### src/rtl/rocketcpu_codec_spi_target_if.sv
// Wishbone bus bundle between the CPU and the codec register mirror.
interface rocketcpu_codec_spi_target_if;
  logic [4:0]  i_wb_adr;
  logic [15:0] i_wb_dat;
  logic        i_wb_we;
  logic        i_wb_cyc;
  logic        i_wb_stb;
  logic [15:0] o_wb_dat;
  logic        o_wb_ack;

  modport master (
    output i_wb_adr, i_wb_dat, i_wb_we, i_wb_cyc, i_wb_stb,
    input  o_wb_dat, o_wb_ack
  );

  modport slave (
    input  i_wb_adr, i_wb_dat, i_wb_we, i_wb_cyc, i_wb_stb,
    output o_wb_dat, o_wb_ack
  );
endinterface

### src/rtl/rocketcpu_codec_spi_target.sv
// Codec control-link responder: deserialises 16-bit {addr, data} SPI frames into a
// shadow register file that the CPU reads back over Wishbone.
module rocketcpu_codec_spi_target #(
  parameter int unsigned NREGS       = 16,
  parameter int unsigned SYNC_STAGES = 2,
  parameter int unsigned RESET_ADDR  = 15
) (
  input  logic                        i_wb_clk,
  input  logic                        i_wb_rst_n,
  input  logic                        codec_clk,
  input  logic                        codec_cs,
  input  logic                        codec_di,
  rocketcpu_codec_spi_target_if.slave wb,
  output logic                        o_frame_valid,
  output logic [6:0]                  o_frame_addr,
  output logic [8:0]                  o_frame_data,
  output logic                        o_err
);

  localparam logic [4:0] StatusAdr = 5'd31;
  // Sampled vector order is {cs, clk, di}; cs presets high so a frame in flight at
  // reset release looks busy until the master really drops cs.
  localparam logic [2:0] SmpReset = 3'b100;

  typedef enum logic [1:0] {StWaitIdle, StIdle, StShift, StCommit} state_e;

  logic [2:0] raw;
  logic [2:0] smp;
  logic [2:1] hist_q;

  assign raw = {codec_cs, codec_clk, codec_di};

  if (SYNC_STAGES == 0) begin : g_direct
    assign smp = raw;
  end else begin : g_sync
    logic [2:0] sync_q [SYNC_STAGES];

    always_ff @(posedge i_wb_clk or negedge i_wb_rst_n) begin
      if (!i_wb_rst_n) begin
        for (int unsigned i = 0; i < SYNC_STAGES; i++) sync_q[i] <= SmpReset;
      end else begin
        sync_q[0] <= raw;
        for (int unsigned i = 1; i < SYNC_STAGES; i++) sync_q[i] <= sync_q[i-1];
      end
    end

    assign smp = sync_q[SYNC_STAGES-1];
  end

  always_ff @(posedge i_wb_clk or negedge i_wb_rst_n) begin
    if (!i_wb_rst_n) hist_q <= SmpReset[2:1];
    else             hist_q <= smp[2:1];
  end

  logic cs_lvl, cs_rise, cs_fall, clk_rise, di_lvl;
  assign cs_lvl   = smp[2];
  assign cs_rise  = smp[2] & ~hist_q[2];
  assign cs_fall  = ~smp[2] & hist_q[2];
  assign clk_rise = smp[1] & ~hist_q[1];
  assign di_lvl   = smp[0];

  state_e      state_q, state_d;
  logic [15:0] shift_q, shift_d;
  logic [4:0]  cnt_q, cnt_d;
  logic        commit;

  always_ff @(posedge i_wb_clk or negedge i_wb_rst_n) begin
    if (!i_wb_rst_n) begin
      state_q <= StWaitIdle;
      shift_q <= '0;
      cnt_q   <= '0;
    end else begin
      state_q <= state_d;
      shift_q <= shift_d;
      cnt_q   <= cnt_d;
    end
  end

  always_comb begin
    state_d = state_q;
    shift_d = shift_q;
    cnt_d   = cnt_q;
    commit  = 1'b0;
    unique case (state_q)
      StWaitIdle: begin
        if (!cs_lvl) state_d = StIdle;
      end
      StIdle: begin
        if (cs_rise) begin
          state_d = StShift;
          cnt_d   = '0;
          shift_d = '0;
        end
      end
      StShift: begin
        // A clk edge seen together with the cs fall belongs to no frame.
        if (cs_fall) begin
          state_d = StCommit;
        end else if (clk_rise) begin
          shift_d = {shift_q[14:0], di_lvl};
          if (cnt_q != 5'd17) cnt_d = cnt_q + 5'd1;
        end
      end
      StCommit: begin
        commit  = 1'b1;
        state_d = StIdle;
      end
      default: state_d = StWaitIdle;
    endcase
  end

  logic [6:0] f_addr;
  logic [8:0] f_data;
  logic       len_ok, do_clear, do_store, do_err;

  assign f_addr   = shift_q[15:9];
  assign f_data   = shift_q[8:0];
  assign len_ok   = (cnt_q == 5'd16);
  assign do_clear = commit & len_ok & (f_addr == 7'(RESET_ADDR));
  assign do_store = commit & len_ok & (f_addr != 7'(RESET_ADDR)) & (32'(f_addr) < NREGS);
  assign do_err   = commit & ~do_clear & ~do_store;

  logic [8:0] regs_q [NREGS];

  always_ff @(posedge i_wb_clk or negedge i_wb_rst_n) begin
    if (!i_wb_rst_n) begin
      for (int unsigned i = 0; i < NREGS; i++) regs_q[i] <= '0;
    end else if (do_clear) begin
      for (int unsigned i = 0; i < NREGS; i++) regs_q[i] <= '0;
    end else if (do_store) begin
      for (int unsigned i = 0; i < NREGS; i++) begin
        if (f_addr == 7'(i)) regs_q[i] <= f_data;
      end
    end
  end

  logic       frame_valid_q;
  logic [6:0] frame_addr_q;
  logic [8:0] frame_data_q;
  logic       err_q;
  logic [6:0] err_cnt_q;
  logic [7:0] good_cnt_q;
  logic       ack_q;
  logic [15:0] wb_dat_q;
  logic       wb_req, clr_err;
  logic [15:0] rd_data;
  logic       unused_wdat;

  assign unused_wdat = ^wb.i_wb_dat[15:1];
  assign wb_req  = wb.i_wb_cyc & wb.i_wb_stb & ~ack_q;
  assign clr_err = wb_req & wb.i_wb_we & (wb.i_wb_adr == StatusAdr) & wb.i_wb_dat[0];

  // Reads see the register file before any commit landing on the same edge.
  always_comb begin
    rd_data = '0;
    if (wb.i_wb_adr == StatusAdr) begin
      rd_data = {good_cnt_q, err_cnt_q, err_q};
    end else begin
      for (int unsigned i = 0; i < NREGS; i++) begin
        if (wb.i_wb_adr == 5'(i)) rd_data = {7'b0, regs_q[i]};
      end
    end
  end

  always_ff @(posedge i_wb_clk or negedge i_wb_rst_n) begin
    if (!i_wb_rst_n) begin
      frame_valid_q <= 1'b0;
      frame_addr_q  <= '0;
      frame_data_q  <= '0;
      err_q         <= 1'b0;
      err_cnt_q     <= '0;
      good_cnt_q    <= '0;
      ack_q         <= 1'b0;
      wb_dat_q      <= '0;
    end else begin
      frame_valid_q <= do_clear | do_store;
      if (do_store) begin
        frame_addr_q <= f_addr;
        frame_data_q <= f_data;
      end
      if (do_clear | do_store) good_cnt_q <= good_cnt_q + 8'd1;

      if (do_err)       err_q <= 1'b1;
      else if (clr_err) err_q <= 1'b0;

      if (clr_err)     err_cnt_q <= do_err ? 7'd1 : 7'd0;
      else if (do_err) err_cnt_q <= err_cnt_q + 7'd1;

      ack_q <= wb_req;
      if (wb_req) wb_dat_q <= rd_data;
    end
  end

  assign o_frame_valid = frame_valid_q;
  assign o_frame_addr  = frame_addr_q;
  assign o_frame_data  = frame_data_q;
  assign o_err         = err_q;
  assign wb.o_wb_ack   = ack_q;
  assign wb.o_wb_dat   = wb_dat_q;

endmodule

### src/flat_wrapper.sv
// flat-port wrapper written by rule: the top's interface ports become plain ports
module rocketcpu_codec_spi_target_flat 
#(
  parameter int unsigned NREGS       = 16,
  parameter int unsigned SYNC_STAGES = 2,
  parameter int unsigned RESET_ADDR  = 15
)
  (i_wb_clk, i_wb_rst_n, codec_clk, codec_cs, codec_di, o_frame_valid, o_frame_addr, o_frame_data, o_err, wb_i_wb_adr, wb_i_wb_dat, wb_i_wb_we, wb_i_wb_cyc, wb_i_wb_stb, wb_o_wb_dat, wb_o_wb_ack);
  rocketcpu_codec_spi_target_if wb_i ();
  input  logic i_wb_clk;
  input  logic i_wb_rst_n;
  input  logic codec_clk;
  input  logic codec_cs;
  input  logic codec_di;
  output logic o_frame_valid;
  output logic [6:0] o_frame_addr;
  output logic [8:0] o_frame_data;
  output logic o_err;
  input wire logic [$bits(wb_i.i_wb_adr)-1:0] wb_i_wb_adr;
  input wire logic [$bits(wb_i.i_wb_dat)-1:0] wb_i_wb_dat;
  input wire logic [$bits(wb_i.i_wb_we)-1:0] wb_i_wb_we;
  input wire logic [$bits(wb_i.i_wb_cyc)-1:0] wb_i_wb_cyc;
  input wire logic [$bits(wb_i.i_wb_stb)-1:0] wb_i_wb_stb;
  output wire logic [$bits(wb_i.o_wb_dat)-1:0] wb_o_wb_dat;
  output wire logic [$bits(wb_i.o_wb_ack)-1:0] wb_o_wb_ack;
  assign wb_i.i_wb_adr = wb_i_wb_adr;
  assign wb_i.i_wb_dat = wb_i_wb_dat;
  assign wb_i.i_wb_we = wb_i_wb_we;
  assign wb_i.i_wb_cyc = wb_i_wb_cyc;
  assign wb_i.i_wb_stb = wb_i_wb_stb;
  assign wb_o_wb_dat = wb_i.o_wb_dat;
  assign wb_o_wb_ack = wb_i.o_wb_ack;
  rocketcpu_codec_spi_target #(.NREGS(NREGS), .SYNC_STAGES(SYNC_STAGES), .RESET_ADDR(RESET_ADDR)) u_core (.i_wb_clk(i_wb_clk), .i_wb_rst_n(i_wb_rst_n), .codec_clk(codec_clk), .codec_cs(codec_cs), .codec_di(codec_di), .wb(wb_i), .o_frame_valid(o_frame_valid), .o_frame_addr(o_frame_addr), .o_frame_data(o_frame_data), .o_err(o_err));
endmodule
### config.mk
export PLATFORM = sky130hd
export DESIGN_NAME = rocketcpu_codec_spi_target_flat
export DESIGN_NICKNAME = d
export VERILOG_FILES = /design/src/rtl/rocketcpu_codec_spi_target_if.sv /design/src/rtl/rocketcpu_codec_spi_target.sv /design/src/flat_wrapper.sv
export SDC_FILE = /design/constraint.sdc
export NUM_CORES = 1
export LEC_CHECK = 0
export CAP_MARGIN = 10
export CORE_UTILIZATION = 64
export DETAILED_ROUTE_END_ITERATION = 10
export PLACE_DENSITY = 0.87
export SYNTH_ARGS = -nofsm -noshare
export SYNTH_HDL_FRONTEND = slang
export SYNTH_SLANG_ARGS = --single-unit
export TNS_END_PERCENT = 10
### constraint.sdc
create_clock -name i_wb_clk -period 5 [get_ports i_wb_clk]
set_input_delay 1.25 -clock i_wb_clk [delete_from_list [all_inputs] [get_ports i_wb_clk]]
set_output_delay 1.25 -clock i_wb_clk [all_outputs]
set_load 0.005 [all_outputs]
==> reports/results.tsv <==
stage	metric	value	unit
route	Total Wirelength	27000	um
placement	pre-CTS WS	1.03	ns
sta	Least-Margin Pin Slew	1.17	ns
cts	CTS tree	done	
die	Ports	64	
route	Via Count	8429	
sta	hold slack	0.350	ns
synth	Post-Syn Nets	1126	
route	met3 routed WL	2560	um
synth	Yosys cell types	71	
pwr	Pwr Density	364	nW/um^2
grt	initial antenna violation count	1	
die	DIE HEIGHT	130	um
placement	dpl cells	1293	
die	starting density of the core	0.658	
cts	CTS Sinks	225	
sta	RSZ-0062 raised after global routing	no	
route	post-route ant nets	0	
synth	sequential area share after synthesis	0.535	
placement	Buffers on Ports	48	
cts	clk buf depth	3	
grt	first-pass GRT wire length	43600	um
final_layout	layout net count	1140	
die	Core Box Area	16000	um^2
setup_path	Worst setup SP type	input port	
route	highest routed layer	met4	
synth	Synth Area per Inst	9.68	um^2
setup_path	Required @ worst endpoint	5.38	ns
setup_path	CP Capture Type	register	
outcome	outcome	complete, no violations	
synth	Synthesis Warnings	0	
setup_path	max incr delay on CP	0.75	ns
sta	final setup TNS	0	ns
sta	final setup fails	0	
route	TritonRoute pass-1 iters	6	
setup_path	CP Cell Sequence	clkdlybuf4s50_1, buf_4, nand2b_1, o21ai_0, a22o_1, a211o_1, o32ai_1, a21oi_1	
pwr	total power	4.31	mW
cts	Worst-path clk slew	0.06	ns
sta	Tcrit/Tclk final	0.715	
run	maxcap violations	0	
synth	Post-Synthesis Cells	1088	
placement	DP Area	11000	um^2
synth	FFs w/ async S/R, synth	1.00	
route	Met2 Routed Length	12500	um
sta	Final min period	3.57	ns
final_layout	Non-Filler Instances	1336	
grt	largest net degree at the start of global routing	110	
sta	Max-slew headroom	0.217	
setup_path	CP Class	input port to register	
final_layout	layout overhead on the synthesized area	12.4	%
synth	Yosys reg bits	225	
setup_path	CP Max Fanout	18	
grt	vias in the first global route	8402	
sta	Slew Limit Fails	0	
pwr	leakage	5.54	nW
route	drc violations	0	
grt	Total GRT Usage	0.339	
cts	Hold-fix buffers, CTS	0	
cts	H-tree depth	1	
cts	Post-CTS Setup Bufs	0	
final_layout	final instance area	11800	um^2
route	Starting DRT DRC Count	908	
die	Site Rows	46	
cts	post-CTS sizing	0	
final_layout	footprint of the multi-input gates	4480	um^2
hold_path	worst hold path type	register to register	
die	Die Span X	130	um
placement	Routability Congestion	0.929	
route	via density per instance	6.31	
sta	Peak Freq	0.280	GHz
synth	Post-synth EDFFs	0	
sta	Fin Clk Skew	0.0174	ns
pwr	VDD IR max	0.312	mV
final_layout	most common cell after layout, fill and taps aside	nand2_1	
final_layout	# fillers	1154	
final_layout	layout cells sized above 1	0.0912	
synth	Synth Cell Area	10500	um^2
die	Die Area	17000	um^2
final_layout	commonest non-fill, non-tap cells in the layout	nand2_1, dfrtp_1, o21ai_0	
route	WL met1	10900	um
final_layout	Register Area	5630	um^2
sta	Hold Vio Cnt, Final	0	
grt	GRT overflow	0	
cts	total CTS buffers	23	
setup_path	CP arrival	3.95	ns
final_layout	final core occ	0.740	
sta	Setup WS post-layout	1.43	ns
cts	clk root buf	clkbuf_16	
synth	Top FF cell, synth	dfrtp_1	
cts	Skew-Pair Late Insertion Delay	0.52	ns
placement	hpwl dp	17100	um
setup_path	CP max stage cell	clkdlybuf4s50_1	
route	wire per inst	20.2	um
==> area by class of cell <==
type	count	area share
antenna	1	0.000211
clock buffer	27	0.0516
clock inverter	15	0.0156
inverter	9	0.00306
multi-input combinational	778	0.379
sequential	225	0.476
tap	216	0.0228
timing repair buffer	65	0.0524
==> critical path, delay by kind of cell <==
kind,cells,cell delay (ns)
AO/OA/AOI/OAI,5,1.20
buffers and inverters,2,1.14
AND/OR/NAND/NOR,1,0.35
==> kinds of logic after synthesis <==
logic type / share of synthesized area
buf+inv: 0.0397
flops: 0.535
simple gates: 0.193
fa+ha+maj: 0.0107
compound gates: 0.141
xor+xnor: 0.0166
mux: 0.0637
==> final timing paths <==
path | endpoint | cells after the start | slack (ns) | from
max | u_core.wb.o_wb_dat[0] | 8 | 1.43 | wb_i_wb_adr[1]
min | u_core.smp[1] | 0 | 0.35 | u_core.g_sync.sync_q[4]
max reg2reg | u_core.shift_q[8] | 6 | 2.36 | u_core.state_q[0]
min reg2reg | u_core.smp[1] | 0 | 0.35 | u_core.g_sync.sync_q[4]
max in group asynchronous | u_core.hist_q[2] | 2 | 3.25 | i_wb_rst_n
min in group asynchronous | u_core.wb.o_wb_dat[10] | 1 | 0.77 | i_wb_rst_n
==> sequential cells by signal, indices dropped and copies added (netlist names), 2 cells and up <==
signal and count:
u_core.wb.o_wb_dat 16, u_core.o_frame_data 9, u_core.err_cnt_q 7, u_core.hist_q 2
u_core.smp 3, u_core.state_q 2, u_core.g_sync.sync_q 3, u_core.regs_q 144
u_core.good_cnt_q 8, u_core.cnt_q 5, u_core.shift_q 16, u_core.o_frame_addr 7
==> routing by layer <==
| layer | GRT usage | vias to the layer above |
|---|---|---|
| met2 | 0.535 | 448 |
| met4 | 0.164 | 0 |
| li1 | - | 3795 |
| met5 | 0 | - |
| met1 | 0.449 | 4084 |
| met3 | 0.0705 | 102 |
==> cells in the mapped netlist (8+ instances only) <==
cell      instances  area (um^2)
nand2b_1         10         62.6
xor2_1            8         70.1
mux2i_1          34          340
nand2_1         232          871
and3_1           13         81.3
a21oi_1          35          175
dfrtp_1         222         5560
buf_4            11         82.6
nor3_1           10         50.1
xnor2_1          12          105
clkbuf_1         35          131
nand4_1           8         50.1
o21ai_0         135          676
o22ai_1           8         50.1
nand3_1          34          170
mux2_2           19          214
nor2_1           70          263
inv_1             8         30.0
and2_1           24          150
ha_1              9          113
buf_2            26          130
==> power by group <==
group	leakage (nW)	internal (mW)	switching, mW
combinational	2.07	0.171	0.371
sequential	3.07	1.88	0.0733
clock	0.397	1.08	0.725
total	5.54	3.14	1.17
(Power assumes the default switching activity.)
